`config.mk`:
```
export PLATFORM = sky130hd
export DESIGN_NAME = uart_loader
export DESIGN_NICKNAME = d
export VERILOG_FILES = /design/src/rtl/uart_loader.sv
export SDC_FILE = /design/constraint.sdc
export NUM_CORES = 1
export LEC_CHECK = 0
export CAP_MARGIN = 10
export CORE_ASPECT_RATIO = 0.7
export CORE_MARGIN = 2
export CORE_UTILIZATION = 40
export DETAILED_ROUTE_END_ITERATION = 12
export PLACE_DENSITY = 0.69
export SLEW_MARGIN = 40
export SYNTH_ARGS = -nofsm -noshare
export SYNTH_HDL_FRONTEND = slang
export SYNTH_SLANG_ARGS = --single-unit
export TNS_END_PERCENT = 20
```
`constraint.sdc`:
```
create_clock -name clk -period 6.9 [get_ports clk]
set_clock_uncertainty 0.15 [all_clocks]
set_input_delay 1.035 -clock clk [delete_from_list [all_inputs] [get_ports clk]]
set_output_delay 1.035 -clock clk [all_outputs]
set_load 0.02 [all_outputs]
```
`src/rtl/uart_loader.sv`:
```
`default_nettype none
// ============================================================================
// Module   : uart_loader
// Purpose  : Receives an 8N1 serial byte stream and packs bytes
//            little-endian into 32-bit words. Each word is presented with
//            a one-cycle write strobe and its byte address. After
//            WORD_COUNT words the image is complete: done rises and stays
//            high until reset, and the receiver then ignores the line.
// Ports    : clk       - clock, rising edge
//            rst       - asynchronous active-high reset
//            rx        - asynchronous serial input, idle high, LSB first
//            data_out  - most recently assembled word (held between strobes)
//            addr_out  - byte address of data_out (4 * word index)
//            wen       - one-cycle strobe, data_out/addr_out valid with it
//            done      - image complete (sticky until reset)
//            frame_err - sticky, set when a stop bit was sampled low
// Revision : 1.0 - initial release
// ============================================================================
module uart_loader #(
  parameter int CLK_FREQ   = 100_000_000,
  parameter int BAUD       = 115_200,
  parameter int WORD_COUNT = 16384
) (
  input  logic        clk,
  input  logic        rst,
  input  logic        rx,
  output logic [31:0] data_out,
  output logic [31:0] addr_out,
  output logic        wen,
  output logic        done,
  output logic        frame_err
);

  localparam int CLKS_PER_BIT = CLK_FREQ / BAUD;
  localparam int CNT_W = (CLKS_PER_BIT > 1) ? $clog2(CLKS_PER_BIT) : 1;
  localparam logic [CNT_W-1:0] C_CNT_LAST = CNT_W'(CLKS_PER_BIT - 1);
  localparam logic [CNT_W-1:0] C_CNT_HALF = CNT_W'(CLKS_PER_BIT / 2);
  localparam logic [29:0]      C_LAST_WORD = 30'(WORD_COUNT - 1);

  typedef enum logic [1:0] {
    IDLE  = 2'd0,
    START = 2'd1,
    DATA  = 2'd2,
    STOP  = 2'd3
  } state_t;

  // Synchronizer and start-arming
  logic       rx_meta_q, rx_sync_q;
  logic [1:0] rdy_q;     // fills with ones after reset; sync flops then hold real samples
  logic       armed_q;   // a genuine high level has been seen since reset

  // Receiver
  state_t           state_q, state_d;
  logic [CNT_W-1:0] cnt_q, cnt_d;
  logic [2:0]       bit_q, bit_d;
  logic [7:0]       shift_q, shift_d;
  logic             wait_q, wait_d;   // bad stop bit: waiting for line to go high
  logic             accept_w;
  logic             ferr_set_w;

  // Word assembly
  logic [1:0]  byte_idx_q;
  logic [23:0] buf_q;
  logic [29:0] word_idx_q;
  logic        last_q;
  logic [31:0] data_q, addr_q;
  logic        wen_q, done_q, ferr_q;

  always_ff @(posedge clk or posedge rst) begin
    if (rst) begin
      rx_meta_q <= 1'b1;
      rx_sync_q <= 1'b1;
      rdy_q     <= 2'b00;
      armed_q   <= 1'b0;
    end else begin
      rx_meta_q <= rx;
      rx_sync_q <= rx_meta_q;
      rdy_q     <= {rdy_q[0], 1'b1};
      if (rdy_q[1] && rx_sync_q) armed_q <= 1'b1;
    end
  end

  always_ff @(posedge clk or posedge rst) begin
    if (rst) begin
      state_q <= IDLE;
      cnt_q   <= '0;
      bit_q   <= '0;
      shift_q <= '0;
      wait_q  <= 1'b0;
    end else begin
      state_q <= state_d;
      cnt_q   <= cnt_d;
      bit_q   <= bit_d;
      shift_q <= shift_d;
      wait_q  <= wait_d;
    end
  end

  always_comb begin
    state_d    = state_q;
    cnt_d      = cnt_q;
    bit_d      = bit_q;
    shift_d    = shift_q;
    wait_d     = wait_q;
    accept_w   = 1'b0;
    ferr_set_w = 1'b0;
    if (done_q) begin
      state_d = IDLE;
      cnt_d   = '0;
      bit_d   = '0;
      wait_d  = 1'b0;
    end else begin
      case (state_q)
        IDLE: begin
          cnt_d  = '0;
          bit_d  = '0;
          wait_d = 1'b0;
          if (armed_q && !rx_sync_q) state_d = START;
        end
        START: begin
          if (cnt_q == C_CNT_HALF) begin
            cnt_d   = '0;
            // still low at mid start bit: real start, otherwise a glitch
            state_d = rx_sync_q ? IDLE : DATA;
          end else begin
            cnt_d = cnt_q + 1'b1;
          end
        end
        DATA: begin
          if (cnt_q == C_CNT_LAST) begin
            cnt_d   = '0;
            shift_d = {rx_sync_q, shift_q[7:1]};
            bit_d   = bit_q + 3'd1;
            if (bit_q == 3'd7) state_d = STOP;
          end else begin
            cnt_d = cnt_q + 1'b1;
          end
        end
        STOP: begin
          if (wait_q) begin
            if (rx_sync_q) begin
              state_d = IDLE;
              wait_d  = 1'b0;
            end
          end else if (cnt_q == C_CNT_LAST) begin
            cnt_d = '0;
            if (rx_sync_q) begin
              accept_w = 1'b1;
              state_d  = IDLE;
            end else begin
              ferr_set_w = 1'b1;
              wait_d     = 1'b1;
            end
          end else begin
            cnt_d = cnt_q + 1'b1;
          end
        end
        default: state_d = IDLE;
      endcase
    end
  end

  always_ff @(posedge clk or posedge rst) begin
    if (rst) begin
      byte_idx_q <= '0;
      buf_q      <= '0;
      word_idx_q <= '0;
      last_q     <= 1'b0;
      data_q     <= '0;
      addr_q     <= '0;
      wen_q      <= 1'b0;
      done_q     <= 1'b0;
      ferr_q     <= 1'b0;
    end else begin
      wen_q  <= 1'b0;
      done_q <= done_q | (wen_q & last_q);
      if (ferr_set_w) ferr_q <= 1'b1;
      if (accept_w) begin
        byte_idx_q <= byte_idx_q + 2'd1;
        case (byte_idx_q)
          2'd0:    buf_q[7:0]   <= shift_q;
          2'd1:    buf_q[15:8]  <= shift_q;
          2'd2:    buf_q[23:16] <= shift_q;
          default: begin
            data_q     <= {shift_q, buf_q};
            addr_q     <= {word_idx_q, 2'b00};
            wen_q      <= 1'b1;
            last_q     <= (word_idx_q == C_LAST_WORD);
            word_idx_q <= word_idx_q + 30'd1;
          end
        endcase
      end
    end
  end

  assign data_out  = data_q;
  assign addr_out  = addr_q;
  assign wen       = wen_q;
  assign done      = done_q;
  assign frame_err = ferr_q;

endmodule
`default_nettype wire

```
==> results list <==
- Outcome: finished clean
- Vias per cell: between 5 and 6
- Post CTS Setup Buffer Count: 0
- In the synthesized netlist the async set-or-reset flop fraction comes to 100%.
* Class of the tightest hold or removal check: reg -> reg
- Sequential elements use 59.0% of the synthesized area.
- Setup repair after global routing left no endpoint under its margin.
* 1st-iter DRT viols: 317
- Minimum clock period after layout: 2.90 ns
* CTS max path bufs: 2
- Post-cts resize count: 0
- Via count of the first global-routing pass: around 4500
- Setup total negative slack on the finished layout was measured at 0 ns.
* CTS Root Cell: sky130_fd_sc_hd__clkbuf_16
- For this configuration, the core starts out at a cell density of between 40% and 50%.
* Post-Synthesis Cell Area: around 6400 um2
- After floorplanning, the core was divided into 38 placement rows.
- Ant. Diodes: 0
- Port Buf Inserts: between 60 and 70
- Most frequent cells after synthesis: sky130_fd_sc_hd__nand2_1 (209), sky130_fd_sc_hd__dfrtp_1 (149), sky130_fd_sc_hd__mux2_2 (32)
- Synthesis warning total: 0
- Buffering stage count on the worst path with inverters included: 1
- Synth area leaders: sky130_fd_sc_hd__dfrtp_1 (58%), sky130_fd_sc_hd__nand2_1 (12%), sky130_fd_sc_hd__mux2_2 (5.6%), sky130_fd_sc_hd__xnor2_1 (2.5%), sky130_fd_sc_hd__ha_1 (1.8%)
- Area enclosed by the die boundary: ~17000 um2
* Routed length per instance: 15.0 um
* Final setup violation count: 0
- Fraction of layout instances using a drive strength above 1: 11.9%
- During I/O placement, the number of pins put on the boundary was 70.
- Switching power share of the total: between 20% and 30%
* Most common cell in the netlist: sky130_fd_sc_hd__nand2_1
- Width of the die: ~160 um
* CP Launch Type: flop
* TritonRoute pass-1 iters: 4
- Syn Area/Cell: 10.6 um2
- Registers are responsible for ~47% of the overall power.
* Worst slew margin: between 50% and 60%
- DRT antenna net count: 0
* Max_cap viols: 0
- Number of sinks on the clock net: 151
- Summing over every cut layer, the via total after detailed routing is ~4500.
- Entering global routing, the biggest net connects 87 pins.
- Detailed placement ended at an HPWL of ~9.0 mm.
- Among cell families on the critical path, the largest total delay comes from buffers and inverters.
- Overflow left after global routing: 0
- Compared with the post-synthesis result, the final layout area differs by 22.6%.
- For the worst-skew pair, the clock arrives at the later sink with an insertion delay of 0.42 ns.
- In the finished design, the share of the clock period the worst path needs comes to 42.1%.
* Final routed wirelength across all metal layers: around 13 mm
- For this run, the number of standard cells in the final layout without fillers is between 800 and 900.
- The number of endpoints with negative hold slack in the final report is 0.
- The final-report max-slew violation count came to 0.
- Post-synth top flop: sky130_fd_sc_hd__dfrtp_1
- The initial antenna violation count was 0.
* Proportion of power drawn by combinational gates: around 5%
- The internal power of the cells totals about 1.5 mW.
- Util after Layout: between 50% and 60%
- In this design, the stage delay of the slowest critical-path cell is a little over 0.7 ns.
* Data arrival, critical path: about 1.7 ns
- Final layout net count: approximately 680
- Switching pwr: about 0.47 mW
- TritonCTS built the clock tree.
* Total leakage power: around 3.9 nW
- First-pass GRT wire length: ~22 mm
- For the pin with the worst max-slew slack, the measured transition is 0.614 ns.
- Share of the synthesized area in the top cell type: 58.2%
- On the final layout, the worst hold slack is approximately 0.2 ns.
- EDFF count, synth: 0
* Max Fanout on Critical Path: 11
- For this run, the total global-route usage over all layers was measured as 16.8%.
- Clock slew at the register clock pins of the worst setup and hold paths: 0.07 ns
* CP cell instances: clkdlybuf4s50_1
* Final Wtd Congestion: 0.860
- Power Total: 2.00 mW
* FF+latch count, synth: ~150
- Clock group share of total power: approximately 48%
- The worst setup path is of the reg -> out kind.
- The core region is about 16000 um2.
* Critical Path End Type: output port
- Die Span Y: 110 um
- In this run, distinct cell masters in the synthesized netlist total 51.
- H-tree depth: 4
* Number of instances in the synthesized netlist: 605
- Most area-hungry cell type in the Yosys netlist: sky130_fd_sc_hd__dfrtp_1
- Worst-case vdd ir drop: approximately 0.16 mV
* Number of placed cells counting well taps: between 800 and 900
- Number of buffers inserted during clock tree synthesis: 17
- Number of design rule violations left after detail routing: 0
- Crit-path slowest cell: sky130_fd_sc_hd__clkdlybuf4s50_1
- Data required time of the worst path: 5.71 ns
- Count of hold-fix buffers inserted at cts: 0
* Pwr Density: approximately 260 nW/um2
- Timing would allow up to between 300 and 400 MHz.
## power by group through the flow
stage / Sequential (mW) / Clock (mW) / Combinational, mW
after detailed placement: 0.954 / 0 / 0.100
after floorplan: 0.941 / 0 / 0.0854
after global placement: 0.951 / 0 / 0.0942
final: 0.939 / 0.965 / 0.0994
after CTS: 0.938 / 0.980 / 0.100
after global routing: 0.944 / 1.02 / 0.112
## final timing paths
kind                       startpoint  slack, ns           end  cells after the start
min in group asynchronous         rst       0.95   addr_out[7]                      2
min                          rdy_q[0]       0.20      rdy_q[1]                      0
max reg2reg                  cnt_q[0]       4.20  addr_out[26]                      7
min reg2reg                  rdy_q[0]       0.20      rdy_q[1]                      0
max in group asynchronous         rst       4.65     buf_q[22]                      3
max                              done       4.00          done                      1
## cell usage in the layout, fill, tap and decap left out, types with 3 or more instances in the layout
master / count
sky130_fd_sc_hd__nand2_1: 208
sky130_fd_sc_hd__dfrtp_1: 149
sky130_fd_sc_hd__clkdlybuf4s50_1: 67
sky130_fd_sc_hd__mux2_2: 32
sky130_fd_sc_hd__xnor2_1: 18
sky130_fd_sc_hd__nor2_1: 17
sky130_fd_sc_hd__clkbuf_16: 17
sky130_fd_sc_hd__nand3_1: 16
sky130_fd_sc_hd__inv_1: 14
sky130_fd_sc_hd__xor2_1: 12
sky130_fd_sc_hd__o21ai_0: 11
sky130_fd_sc_hd__nor3_1: 10
sky130_fd_sc_hd__ha_1: 9
sky130_fd_sc_hd__nand4_1: 8
sky130_fd_sc_hd__and2_1: 6
sky130_fd_sc_hd__o31ai_1: 5
sky130_fd_sc_hd__a21oi_1: 5
sky130_fd_sc_hd__clkinv_4: 5
sky130_fd_sc_hd__a31oi_1: 4
sky130_fd_sc_hd__and3_1: 4
sky130_fd_sc_hd__nor4_1: 4
sky130_fd_sc_hd__and4_1: 4
sky130_fd_sc_hd__or4_1: 4
sky130_fd_sc_hd__nor4_4: 3
sky130_fd_sc_hd__o311ai_0: 3
sky130_fd_sc_hd__a22o_1: 3
sky130_fd_sc_hd__conb_1: 3
sky130_fd_sc_hd__bufinv_16: 3
## per-layer routing
metal	global-route usage [%]	vias to the layer above	wire length [um]
li1	-	2155	-
met1	23.4	2265	6640
met2	26.4	90	6020
met3	3.59	13	451
met4	5.90	0	145
met5	0	-	0
## metrics by stage
stage          area, um2  setup WS (ns)
2_1_floorplan       6410           1.65
3_3_place_gp        7220           3.85
3_5_place_dp        7220           3.77
4_1_cts             7850           3.98
5_1_grt             7850           3.86
6_report            7850           4.00
## cell families (layout without fill, tap and decap cells)
kind of cell	after synthesis	in the layout	share of synthesized area [%]
flip-flops	151	151	59.0
AND/OR/NAND/NOR	302	302	22.2
buffers and inverters	39	116	2.95
adder cells (fa/ha/maj)	9	9	1.76
AO/OA/AOI/OAI	39	39	4.08
XOR/XNOR	30	30	4.10
multiplexers	33	33	5.78
other	2	3	0.117
## state kept, by name, summed over array words and instances, names as in the netlist
register,count
bit_q,3
armed_q,1
state_q,2
shift_q,8
buf_q,24
frame_err,1
done,1
rx_sync_q,1
cnt_q,10
word_idx_q,30
last_q,1
rx_meta_q,1
wen,1
data_out,32
rdy_q,2
byte_idx_q,2
addr_out,30
wait_q,1
## cell type report
cell class / count / area, um2
clock inverter: 13 / 171
sequential: 151 / 3780
clock buffer: 19 / 453
timing repair buffer: 69 / 689
multi-input combinational: 416 / 2440
tap: 200 / 250
inverter: 15 / 63.8
fill: 1381 / 7740
(Power assumes the default switching activity.)
